### src/rtl/keccak_perm_ctrl.sv
// Sequencing controller for the Keccak-f[1600] state register: clear, absorb, round and squeeze.
// Drives the state enable and input-mux select, and steps the round index through a permutation.
module keccak_perm_ctrl #(
   parameter int unsigned NROUNDS = 24,
   parameter int unsigned CNT_W   = 16
) (
   input  logic             clk,
   input  logic             rst,
   input  logic             start,
   input  logic             blk_valid,
   input  logic             blk_last,
   output logic             blk_ready,
   input  logic             sq_req,
   input  logic             stop,
   output logic             st_en,
   output logic [1:0]       st_sel,
   output logic [4:0]       round_idx,
   output logic             out_valid,
   output logic             busy,
   output logic [CNT_W-1:0] perm_cnt
);

   localparam logic [1:0] SelHold   = 2'b00;
   localparam logic [1:0] SelAbsorb = 2'b01;
   localparam logic [1:0] SelRound  = 2'b10;
   localparam logic [1:0] SelClear  = 2'b11;
   localparam logic [4:0] LastRound = 5'(NROUNDS - 1);

   typedef enum logic [2:0] {
      StIdle,
      StClear,
      StAbsorb,
      StPermute,
      StSqueeze
   } state_e;

   state_e           state_q, state_d;
   logic [4:0]       round_q, round_d;
   logic             last_q, last_d;
   logic [CNT_W-1:0] cnt_q, cnt_d;

   always_ff @(posedge clk or negedge rst) begin
      if (!rst) begin
         state_q <= StIdle;
         round_q <= '0;
         last_q  <= 1'b0;
         cnt_q   <= '0;
      end else begin
         state_q <= state_d;
         round_q <= round_d;
         last_q  <= last_d;
         cnt_q   <= cnt_d;
      end
   end

   always_comb begin
      state_d   = state_q;
      round_d   = round_q;
      last_d    = last_q;
      cnt_d     = cnt_q;
      st_en     = 1'b0;
      st_sel    = SelHold;
      blk_ready = 1'b0;
      out_valid = 1'b0;
      unique case (state_q)
         StIdle: begin
            if (start) state_d = StClear;
         end
         StClear: begin
            st_en   = 1'b1;
            st_sel  = SelClear;
            cnt_d   = '0;
            last_d  = 1'b0;
            state_d = StAbsorb;
         end
         StAbsorb: begin
            blk_ready = 1'b1;
            st_sel    = SelAbsorb;
            st_en     = blk_valid;
            if (blk_valid) begin
               last_d  = blk_last;
               round_d = '0;
               state_d = StPermute;
            end
         end
         StPermute: begin
            st_en  = 1'b1;
            st_sel = SelRound;
            if (round_q == LastRound) begin
               round_d = '0;
               // Counter saturates rather than wrapping.
               if (cnt_q != '1) cnt_d = cnt_q + CNT_W'(1);
               state_d = last_q ? StSqueeze : StAbsorb;
            end else begin
               round_d = round_q + 5'd1;
            end
         end
         StSqueeze: begin
            out_valid = 1'b1;
            if (start) begin
               state_d = StClear;
            end else if (stop) begin
               state_d = StIdle;
            end else if (sq_req) begin
               round_d = '0;
               state_d = StPermute;
            end
         end
         default: state_d = StIdle;
      endcase
   end

   assign round_idx = round_q;
   assign busy      = (state_q != StIdle);
   assign perm_cnt  = cnt_q;

endmodule
### config.mk
export PLATFORM = sky130hd
export DESIGN_NAME = keccak_perm_ctrl
export DESIGN_NICKNAME = d
export VERILOG_FILES = /design/src/rtl/keccak_perm_ctrl.sv
export SDC_FILE = /design/constraint.sdc
export NUM_CORES = 1
export LEC_CHECK = 0
export CORE_ASPECT_RATIO = 1.2
export CORE_MARGIN = 2
export CORE_UTILIZATION = 49
export DETAILED_ROUTE_END_ITERATION = 8
export GPL_ROUTABILITY_DRIVEN = 0
export GPL_TIMING_DRIVEN = 0
export PLACE_DENSITY = 0.77
export SETUP_SLACK_MARGIN = 0.5
export SLEW_MARGIN = 20
export SYNTH_ARGS = -nofsm -noshare
export SYNTH_HDL_FRONTEND = slang
export SYNTH_SLANG_ARGS = --single-unit
### constraint.sdc
create_clock -name clk -period 2.7 [get_ports clk]
set_input_delay 0.675 -clock clk [delete_from_list [all_inputs] [get_ports clk]]
set_output_delay 0.675 -clock clk [all_outputs]
set_load 0.1 [all_outputs]
==> metrics.md, run 1 <==
| Metric | Value |
|---|---|
| Status | completed |
| Final non-filler cell total | 250 |
| Setup TNS | 0 ps |
| Mux share of post-synthesis cell area | 0.680% |
| DR pass1 iterations | 4 |
| R2R depth | 8 |
| Max-Cap Viols | 0 |
| CP Launch Type | register |
| DR iter-0 viols | 61 |
| Drt drc | 0 |
| Clk sink count | 25 |
| Clk buf depth | 2 |
| Final hold violations | 0 |
| Die width | about 54 µm |
| CTS Hold Buffers Added | 0 |
| P per Cell Area | 1230 nW/µm² |
| Final nets | between 200 and 250 |
| Avg Inst Size Synth | between 8 and 9 µm² |
| Num ports | 34 |
| Mapped Nets | 184 |
| Skew-Pair Late Insertion Delay | between 300 and 400 ps |
| Post-Route Skew | 11.4 ps |
| Largest family of logic cells by synthesized area | simple AND/OR/NAND/NOR gates |
| CTS clock-pin slew for the worst setup and hold paths | 140 ps |
| NetSw | 1.46 mW |
| Pint | 1.06 mW |
| Placed cells | 242 |
| Worst Path Max Fanout | 10 |
| Setup WS post-layout | 551 ps |
| WL per Instance | 15.8 µm |
| Worst r2r src | perm_cnt[1]$_DFFE_PN0P_ |
| Post-synthesis cell area | 1470 µm² |
| Post-synth EDFFs | 0 |
| Via-to-Cell Ratio | about 6.1 |
| Xor and xnor area share after synthesis | 1.19% |
| Worst slack, placed | -545 ps |
| Part of the power in the clock network | 6.9% |
| Initial antenna violation count | 0 |
| Commonest cells in the netlist | dfrtp_1, nand2_1, o21ai_0 |
| Area growth, synth to finish | 39.4% |
| Hold Slack | 326 ps |
| Largest stage delay, worst path | 420 ps |
| H-Tree Depth | 1 |
| Sw frac | 58.0% |
| Total Wirelength | 3940 µm |
| GRT Overall Usage | 24.5% |
| Seq pwr share | 22.5% |
| Share of synthesized registers carrying an async set or reset | 100% |
| Layout cells sized above 1 | 32.4% |
| Crit end category | primary output |
| Proportion of power drawn by combinational gates | between 70% and 80% |
| Num CTS Buffers | 3 |
| Slew HR | between 60% and 70% |
| Largest net degree at the start of global routing | 26 |
| Lkg Pwr | 0.837 nW |
| Slew Limit Fails | 0 |
| Row cnt | 21 |
| Synth top area cells | dfrtp_1, o21ai_0, nand2_1 |
| FMAX | ~470 MHz |
| Data arrival, critical path | 1470 ps |
| IO Port Bufs | 33 |
| Overflow after GRT | 0 |
| Yosys top cell area share | a little over two fifths |
| Die area | around 3500 µm² |
| Pwr Total | approximately 2.5 mW |
| Clk root buf | clkbuf_4 |
| Starting Density | between 50 and 60% |
| Post-Synth Adder-Cell Area | 1.70% |
| TritonCTS clock tree | done |
| ANT cells | 0 |
| Tmin final | 2150 ps |
| Post-route ant nets | 0 |
| Buf/Inv on CP | 3 |
| Critical Path Stages | 5 |
| Die H | 64.1 µm |
| Crit path max-delay family | buffers and inverters |
| First-pass GRT wire length | 6330 µm |
| Critical Path RT | approximately 2000 ps |
| Worst VDD drop | around 1300 µV |
| Post-Syn Instances | 175 |
| RSZ-0062 raised after global routing | true |
| CP Launch Point | state_q[0]$_DFFE_PN0P_ |
| Placed wire-length estimate | 2690 µm |
| Vias | 1533 |
| Cells along the critical path | clkbuf_4 > nor2_4 > nand2_1 > inv_1 > buf_12 |
| #FFs+latches synth | 25 |
| Most used DFF post-synth | dfrtp_1 |
| Core area | 2840 µm² |
| HP Class | primary input to asynchronous set/reset pin |
| Area leader, netlist | dfrtp_1 |
| Compound-Gate Fraction of Synth Area | 22.8% |
| Simple-gate portion of the synthesized area | 26.9% |
| Final worst path period share | about four fifths |
| Critical path class | register to primary output |
| Number of global-route vias before repair | roughly 1.4k |
| Syn. warnings | 0 |
| Final setup violation count | 0 |
| Synth unique cells | 42 |
| Worst path slowest cell | dfrtp_1 |
| Worst-margin pin slew | around 580 ps |
| Sequential fraction of the synthesis area | 42.5% |
metrics by stage:
step           util (%)  instance area, µm²
2_1_floorplan         -                1530
3_3_place_gp       67.1                1900
3_5_place_dp       66.9                1900
4_1_cts            70.1                1990
5_1_grt            72.4                2050
6_report           72.4                2050
layout by cell type, fill, tap and decap left out, types with 2 or more instances in the layout:
| cell type | n |
|---|---|
| nand2_1 | 25 |
| clkdlybuf4s15_2 | 21 |
| o21ai_0 | 19 |
| nand3_1 | 14 |
| dfrtp_1 | 12 |
| nor2_1 | 10 |
| a21oi_1 | 9 |
| dfrtp_2 | 9 |
| buf_4 | 6 |
| clkbuf_4 | 5 |
| inv_1 | 5 |
| nor3_1 | 5 |
| nand4_1 | 4 |
| o21ai_1 | 4 |
| clkdlybuf4s50_1 | 4 |
| dfrtp_4 | 4 |
| nor2_4 | 3 |
| clkbuf_1 | 3 |
| buf_2 | 3 |
| and2_1 | 3 |
| a22o_1 | 3 |
| buf_12 | 3 |
| and4_1 | 2 |
| and3_1 | 2 |
| buf_6 | 2 |
| nand4b_1 | 2 |
| o31ai_1 | 2 |
| a21boi_0 | 2 |
flip-flops by register name, summed over array words and instances (netlist names):
| signal | cells |
|---|---|
| state_q | 3 |
| round_idx | 5 |
| last_q | 1 |
| perm_cnt | 16 |
power by group through the flow:
stage          sequential, mW  clock (mW)  combinational (mW)
6_report                0.565       0.173                1.78
4_1_cts                 0.573       0.175                1.70
3_3_place_gp            0.576           0                1.61
2_1_floorplan           0.924           0               0.911
3_5_place_dp            0.581           0                1.63
5_1_grt                 0.577       0.190                1.88
cell families after synthesis:
family	Yosys count
AOI/OAI and AO/OA	51
xor gates and xnor gates	2
adders and majority gates	2
buffers and inverters	14
DFF	25
muxes	1
and+or+nand+nor	80
repair_timing:
action                                  CTS  global route
endpoints found under the hold margin     0             0
setup buffers                             0             4
resized for setup                       112            12
pin swaps                                 0             2
endpoints found under the setup margin   27            10
cell type report:
| class | count | area [µm²] |
|---|---|---|
| Inverter | 5 | 18.8 |
| Tap cell | 34 | 42.5 |
| Fill cell | 218 | 785 |
| Multi-Input combinational cell | 136 | 848 |
| Timing Repair Buffer | 37 | 409 |
| Buffer | 9 | 56.3 |
| Clock buffer | 4 | 26.3 |
| Sequential cell | 25 | 652 |
path summary, 6_finish.rpt:
kind / endpoint / slack [ps]
setup / recovery: out_valid / 550
hold / removal: perm_cnt[15]$_DFFE_PN0P_ / 330
setup reg to reg: perm_cnt[11]$_DFFE_PN0P_ / 590
hold reg to reg: round_idx[4]$_DFFE_PN0P_ / 520
max in group asynchronous: perm_cnt[1]$_DFFE_PN0P_ / 1940
min in group clk: round_idx[4]$_DFFE_PN0P_ / 520
layer usage:
metal  global-route usage (%)  part of all wire [%]  up-vias
met2                     40.1                    50       70
met4                     11.3                   2.7        0
met3                     2.80                   6.2       10
met5                        0                     0        -
li1                         -                     -      722
met1                     31.5                    41      731
No activity file was read; power rests on OpenSTA's default activity.
==> run 2, diff against run 1 <==
Settings changed: CORE_UTILIZATION 49 to 45, PLACE_DENSITY 0.77 to 0.75.
Clock period 2.7 ns to 1.8 ns, I/O delays scaled along.
==> run 2 against run 1 <==
  * The flow now stops in global routing
  * Synthesized cell count unchanged
  * Synthesized area unchanged
==> metrics.md, run 2 <==
| Metric | Value |
|---|---|
| Compound-Gate Fraction of Synth Area | 22.8% (unchanged) |
| Die width | 56.2 µm (was 54.0 µm) |
| Simple-gate portion of the synthesized area | 26.9% (unchanged) |
| Failing step | global routing |
| Post-GRT worst EP | perm_cnt[11]$_DFFE_PN0P_/D |
| Die H | 66.7 µm (was 64.1 µm) |
| Post-synthesis cell area | 1470 µm² (unchanged) |
| Row cnt | 22 (was 21) |
| Share of synthesized registers carrying an async set or reset | 100% (unchanged) |
| Num ports | 34 (unchanged) |
| Clk buf depth | 2 (unchanged) |
| Syn. warnings | 0 (unchanged) |
| Largest family of logic cells by synthesized area | simple AND/OR/NAND/NOR gates (unchanged) |
| H-Tree Depth | 1 (unchanged) |
| Num CTS Buffers | 3 (unchanged) |
| Synth top area cells | dfrtp_1, o21ai_0, nand2_1 (unchanged) |
| Avg Inst Size Synth | 8.42 µm² (unchanged) |
| Yosys top cell area share | 42.5% (unchanged) |
| Starting Density | 47.8% (was 51.9%) |
| Mux share of post-synthesis cell area | 0.680% (unchanged) |
| Area leader, netlist | dfrtp_1 (unchanged) |
| Clk sink count | 25 (unchanged) |
| Worst endpoint type | register data pin |
| Post-Synth Adder-Cell Area | 1.70% (unchanged) |
| Status | stopped before the end (was completed) |
| Largest net degree at the start of global routing | 26 |
| Sequential fraction of the synthesis area | 42.5% (unchanged) |
| Commonest cells in the netlist | dfrtp_1, nand2_1, o21ai_0 (unchanged) |
| IO Port Bufs | 33 (unchanged) |
| Mapped Nets | 184 (unchanged) |
| #FFs+latches synth | 25 (unchanged) |
| Xor and xnor area share after synthesis | 1.19% (unchanged) |
| Placed wire-length estimate | 2910 µm (was 2690 µm) |
| Post-Syn Instances | 175 (unchanged) |
| Post-synth EDFFs | 0 (unchanged) |
| Clk root buf | clkbuf_4 (unchanged) |
| Error msg | [ERROR DPL-0038] Utilization greater than 100%, impossible to legalize |
| Synth unique cells | 42 (unchanged) |
| Most used DFF post-synth | dfrtp_1 (unchanged) |
| CTS Hold Buffers Added | 0 (unchanged) |
==> run 2: cell counts after synthesis <==
Identical to the previous run, type by type.
==> run 2: kinds of logic after synthesis <==
family,after synthesis
and+or+nand+nor,80
muxes,1
xor gates and xnor gates,2
buffers and inverters,14
DFF,25
AOI/OAI and AO/OA,51
adders and majority gates,2
==> run 2: repair_timing <==
action / in CTS
pin swaps: 23
endpoints found under the setup margin: 51
gates cloned: 1
hold endpoints to repair: 0
buffers inserted: 29
resized for setup: 299
==> run 2: per-stage QoR <==
stage	instance area [µm²]	std cells	worst slack [ps]
floorplan	1680	175	-326
global placement	2060	244	-994
detailed placement	2050	244	-1010
CTS	2800	278	-226
==> run 3, diff against run 2 <==
Settings changed: CORE_ASPECT_RATIO 1.2 to not set, CORE_UTILIZATION 45 to 40, PLACE_DENSITY 0.75 to not set, PLACE_DENSITY_LB_ADDON set to 0.15, SETUP_SLACK_MARGIN 0.5 to not set.
Clock period 1.8 ns to 2.34 ns, I/O delays scaled along.
==> run 3 against run 2 <==
  * The flow now finishes without violations
==> metrics.md, run 3 (same netlist as run 1, synthesis figures left out) <==
| Metric | Value |
|---|---|
| Via-to-Cell Ratio | approximately 5.5 |
| Tmin final | 2300 ps |
| NetSw | 1.62 mW |
| DR pass1 iterations | 4 |
| H-Tree Depth | 1 (unchanged) |
| Placed cell area | 1880 µm² (was 2050 µm²) |
| HP Class | primary input to asynchronous set/reset pin |
| Largest net degree at the start of global routing | 26 |
| Final nets | around 220 |
| CTS clock-pin slew for the worst setup and hold paths | 90 ps |
| Pint | roughly 1.1 mW |
| Clk sink count | 25 (unchanged) |
| DR iter-0 viols | 73 |
| Status | completed (was stopped before the end) |
| Num CTS Buffers | 3 (unchanged) |
| Overflow after GRT | 0 |
| Worst Path Max Fanout | 4 |
| Final instance area | 1890 µm² |
| RSZ-0062 raised after global routing | true |
| Clk root buf | clkbuf_8 (was clkbuf_4) |
| Worst-margin pin slew | 961 ps |
| Met1 wire length | 1800 µm |
| Row cnt | 22 (unchanged) |
| Core area | 3610 µm² |
| Critical Path RT | 1750 ps |
| Skew-Pair Late Insertion Delay | around 270 ps |
| Area growth, synth to finish | 28.1% |
| Lkg Pwr | 0.885 nW |
| Critical path class | register to primary output |
| Worst VDD drop | 1120 µV |
| Num ports | 34 (unchanged) |
| Critical Path End | st_sel[1] |
| GRT Overall Usage | 19.4% |
| Max reg flops | 16 |
| Placed wire-length estimate | 2710 µm (was 2910 µm) |
| Proportion of power drawn by combinational gates | 66.8% |
| Clk buf depth | 2 (unchanged) |
| Die width | 64.7 µm (was 56.2 µm) |
| Crit end category | primary output |
| Placed cells | 256 (was 244) |
| Data arrival, critical path | 1710 ps |
| Layout cells sized above 1 | 12.7% |
| Slew HR | 36.2% |
| Max-Cap Viols | 0 |
| Seq pwr share | 23.7% |
| CP Launch Type | register |
| ANT cells | 0 |
| Total Wirelength | 3710 µm |
| Worst r2r src | perm_cnt[0]$_DFFE_PN0P_ |
| Met3 WL | 104 µm |
| Sw frac | 59.9% |
| CP Launch Point | state_q[2]$_DFFE_PN0P_ |
| Post-Route Skew | approximately 11 ps |
| Final hold violations | 0 |
| Vias | 1430 |
| P per Cell Area | 1430 nW/µm² |
| Final non-filler cell total | between 200 and 300 |
| Fill count | 362 |
| FMAX | ~440 MHz |
| WL per Instance | between 10 and 15 µm |
| Reg-to-reg setup timing slack | 140 ps |
| Top sig layer | met4 |
| Starting Density | 40.8% (was 47.8%) |
| R2R depth | 7 |
| IO Port Bufs | 33 (unchanged) |
| Worst r2r dst | perm_cnt[10]$_DFFE_PN0P_ |
| Most frequent cells in the layout | nand2_1, dlygate4sd2_1, dfrtp_1, o21ai_0, nand3_1 |
| First-pass GRT wire length | 6430 µm |
| Post-route ant nets | 0 |
| Drt drc | 0 |
| Initial antenna violation count | 0 |
| Part of the power in the clock network | about a tenth |
| Most common cell after layout, fill and taps aside | nand2_1 |
| Slew Limit Fails | 0 |
| Die H | 64.7 µm (was 66.7 µm) |
| Met2 WL post-DR | between 1500 and 2000 µm |
| Die area | between 4000 and 5000 µm² |
| TritonCTS clock tree | done |
| Number of global-route vias before repair | about 1.4k |
| Final worst path period share | between 90% and 100% |
| Final setup violation count | 0 |
## run 3: critical path, stage by stage (launching register included)
cell and delay, ps:
dfrtp_1 440, nor2b_4 150, dlygate4sd2_1 860
## run 3: worst min-delay path by stage
stage / to / slack [ps] / cells after the start / startpoint
after floorplan: last_q$_DFFE_PN0P_ / 290 / 0 / rst
after global placement: round_idx[4]$_DFFE_PN0P_ / 490 / 1 / round_idx[4]$_DFFE_PN0P_
after detailed placement: round_idx[4]$_DFFE_PN0P_ / 510 / 1 / round_idx[4]$_DFFE_PN0P_
after CTS: perm_cnt[6]$_DFFE_PN0P_ / 330 / 1 / rst
after global routing: perm_cnt[2]$_DFFE_PN0P_ / 350 / 1 / rst
final: perm_cnt[3]$_DFFE_PN0P_ / 300 / 1 / rst
## run 3: power groups by stage
stage	registers, mW	logic [mW]	clock network (mW)
4_1_cts	0.637	1.79	0.257
2_1_floorplan	1.04	1.04	0
5_1_grt	0.655	1.91	0.277
6_report	0.638	1.80	0.258
3_3_place_gp	0.637	1.84	0
3_5_place_dp	0.648	1.87	0
## run 3: repair_timing
action,4_1_cts,5_1_grt
hold endpoints to repair,0,0
gates cloned,0,0
hold buffers,0,0
setup buffers,0,0
resized for setup,49,4
setup endpoints to repair,27,4
## run 3: final cells by class
| type | instances | area, µm² | share of cell area [%] |
|---|---|---|---|
| buffer | 9 | 43.8 | 2.32 |
| clock buffer | 4 | 45.0 | 2.39 |
| multi-input combinational | 136 | 802 | 42.5 |
| tap | 48 | 60.1 | 3.18 |
| timing repair buffer | 33 | 285 | 15.1 |
| sequential | 25 | 632 | 33.5 |
| inverter | 5 | 18.8 | 0.995 |
## run 3: stage by stage
stage | worst slack [ps] | power, mW | util, % | hold WS (ps) | setup TNS, ps
floorplan | -48.2 | 2.07 | - | 289 | -48.2
global placement | -704 | 2.48 | 52.3 | 492 | -2320
detailed placement | -730 | 2.52 | 52.1 | 508 | -2360
CTS | 16.8 | 2.68 | 52.0 | 325 | 0
global route | -5.24 | 2.84 | 52.3 | 354 | -5.24
finish | 43.8 | 2.70 | 52.3 | 299 | 0
## run 3: per-layer routing
layer  vias up  GRT usage, %
li1        706             -
met1       698          26.7
met2        24          32.3
met3         2          2.08
met4         0          5.59
met5         -             0
==> run 4, diff against run 3 <==
Settings changed: CORE_AREA set to 2 2 63 65, CORE_MARGIN 2 to not set, CORE_UTILIZATION 40 to not set, DIE_AREA set to 0 0 65 67.
==> run 4 against run 3 <==
  * Sequential power about the same
  * Final cell count did not move
  * Critical path depth unchanged
  * Total power fell by 0.42%
  * Global-route usage decreased by 0.44 points
  * Non-clock buffer count unchanged
  * Via count up 1.7%
  * Die area increased by 4.1%
  * Routed wire length down 0.73%
  * Register-to-register slack improved by 30 ps
  * Combinational power about the same
  * Flip-flop and latch count did not move
  * Critical endpoint unchanged
  * Largest cell class unchanged
==> metrics.md, run 4 (same netlist as run 1, synthesis figures left out) <==
| Metric | Value |
|---|---|
| First-pass GRT wire length | 6420 µm (was 6430 µm) |
| Final hold violations | 0 (unchanged) |
| CP Launch Type | register (unchanged) |
| Die width | 65 µm (was 64.7 µm) |
| Most frequent cells in the layout | nand2_1, dlygate4sd2_1, dfrtp_1, o21ai_0, nand3_1 (unchanged) |
| Status | completed (unchanged) |
| Die H | 67 µm (was 64.7 µm) |
| TritonCTS clock tree | done (unchanged) |
| Slew Limit Fails | 0 (unchanged) |
| Worst path slowest cell | dlygate4sd2_1 (unchanged) |
| Critical path class | register to primary output (unchanged) |
| Max-Cap Viols | 0 (unchanged) |
| Num ports | 34 (unchanged) |
| Pint | 1.08 mW (about the same) |
| Final worst path period share | 98.5% (was 98.1%) |
| DR pass1 iterations | 4 (unchanged) |
| Cells along the critical path | nor2b_4 > dlygate4sd2_1 (unchanged) |
| NetSw | 1.61 mW (was 1.62 mW) |
| Seq pwr share | 23.6% (was 23.7%) |
| CTS clock-pin slew for the worst setup and hold paths | 90 ps (about the same) |
| Setup WS post-layout | 34.5 ps (was 43.8 ps) |
| Pwr Total | 2.68 mW (was 2.70 mW) |
| Tmin final | 2310 ps (was 2300 ps) |
| Worst Path Max Fanout | 4 (unchanged) |
| Total Wirelength | 3680 µm (was 3710 µm) |
| Clk sink count | 25 (unchanged) |
| Die area | 4360 µm² (was 4180 µm²) |
| Layout cells sized above 1 | 13.7% (was 12.7%) |
| Met3 WL | 186 µm (was 104 µm) |
| RSZ-0062 raised after global routing | false (was true) |
| Final nets | 222 (unchanged) |
| Critical Path RT | 1750 ps (about the same) |
| Lkg Pwr | 0.891 nW (was 0.885 nW) |
| Worst slack, placed | -718 ps (was -730 ps) |
| H-Tree Depth | 1 (unchanged) |
| Setup TNS | 0 ps (unchanged) |
| WL per Instance | 14.2 µm (was 14.3 µm) |
| Area growth, synth to finish | 28.1% (unchanged) |
| Max reg flops | 16 (unchanged) |
| Via-to-Cell Ratio | 5.59 (was 5.50) |
| Part of the power in the clock network | 9.7% (was 9.6%) |
| Clk root buf | clkbuf_8 (unchanged) |
| Buf/Inv on CP | 1 (unchanged) |
| Clk buf depth | 2 (unchanged) |
| Crit end category | primary output (unchanged) |
| Worst r2r src | perm_cnt[0]$_DFFE_PN0P_ (unchanged) |
| Worst-margin pin slew | 975 ps (was 961 ps) |
| Slew HR | 35.2% (was 36.2%) |
| Overflow after GRT | 0 (unchanged) |
| Hold Slack | 306 ps (was 299 ps) |
| Placed wire-length estimate | 2710 µm (about the same) |
| Largest net degree at the start of global routing | 26 (unchanged) |
| Data arrival, critical path | 1720 ps (was 1710 ps) |
| Num CTS Buffers | 3 (unchanged) |
| P per Cell Area | 1420 nW/µm² (was 1430 nW/µm²) |
| Final instance area | 1890 µm² (unchanged) |
| Initial antenna violation count | 0 (unchanged) |
| Util after Layout | 52.3% (unchanged) |
| Met2 WL post-DR | 1710 µm (was 1790 µm) |
| Proportion of power drawn by combinational gates | 66.6% (was 66.8%) |
| Final non-filler cell total | 260 (unchanged) |
| Post-route ant nets | 0 (unchanged) |
| Top sig layer | met4 (unchanged) |
| Drt drc | 0 (unchanged) |
| Worst VDD drop | 1160 µV (was 1120 µV) |
| Post-Route Skew | 1.91 ps (was 10.9 ps) |
| Met1 wire length | 1750 µm (was 1800 µm) |
| IO Port Bufs | 33 (unchanged) |
| Placed cells | 256 (unchanged) |
| Sw frac | 59.8% (was 59.9%) |
| ANT cells | 0 (unchanged) |
| Crit path max-delay family | buffers and inverters (unchanged) |
| Vias | 1454 (was 1430) |
| Most common cell after layout, fill and taps aside | nand2_1 (unchanged) |
| HP Class | primary input to asynchronous set/reset pin (unchanged) |
| Core area | 3610 µm² (unchanged) |
| CP Launch Point | state_q[2]$_DFFE_PN0P_ (unchanged) |
| Final setup violation count | 0 (unchanged) |
| Post-CTS Setup Inserts | 0 (unchanged) |
| Skew-Pair Late Insertion Delay | 270 ps (about the same) |
| DR iter-0 viols | 124 (was 73) |
| Row cnt | 22 (unchanged) |
| Largest stage delay, worst path | 860 ps (about the same) |
| Number of global-route vias before repair | 1370 (was 1362) |
| Starting Density | 40.8% (unchanged) |
| FMAX | 434 MHz (was 435 MHz) |
| Placed cell area | 1880 µm² (unchanged) |
| GRT Overall Usage | 19.0% (was 19.4%) |
## run 4: cell types whose count changed in the layout (fill, tap and decap cells not counted)
cell      delta
buf_4        +2
clkbuf_2     +2
buf_2        +1
clkbuf_1     -2
clkbuf_4     -3
## run 4: timing repair
| item | CTS | global route |
|---|---|---|
| pin swaps | 0 | 0 |
| gates resized for setup | 50 | 7 |
| hold buffers | 0 | 0 |
| endpoints found under the setup margin | 27 | 4 |
## run 4: layout make-up
cell class | count | area [µm²]
flip-flops and latches | 25 | 632
multi-input cells | 136 | 802
clock buffers | 4 | 45.0
well taps | 48 | 60.1
fillers | 360 | 1720
inverters | 5 | 18.8
repair buffers | 33 | 283
plain buffers | 9 | 46.3
## run 4: power groups by stage
stage / combinational (mW) / sequential (mW) / clock (mW)
6_report: 1.79 / 0.635 / 0.262
5_1_grt: 1.92 / 0.653 / 0.285
4_1_cts: 1.78 / 0.634 / 0.270
3_5_place_dp: 1.86 / 0.644 / 0
3_3_place_gp: 1.84 / 0.638 / 0
2_1_floorplan: 1.04 / 1.04 / 0
## run 4: metal layers
metal / vias to the layer above / GRT usage (%)
met3: 4 / 2.36
met4: 0 / 6.12
met5: - / 0
li1: 706 / -
met1: 705 / 25.1
met2: 39 / 32.1
## run 4: worst paths after layout
path,end,slack [ps],cells past startpoint
min reg2reg,round_idx[4]$_DFFE_PN0P_,520,1
min in group clk,round_idx[4]$_DFFE_PN0P_,520,1
max,st_sel[1],30,2
max in group asynchronous,perm_cnt[4]$_DFFE_PN0P_,1620,1
max reg2reg,perm_cnt[10]$_DFFE_PN0P_,170,7
min,round_idx[2]$_DFFE_PN0P_,310,1
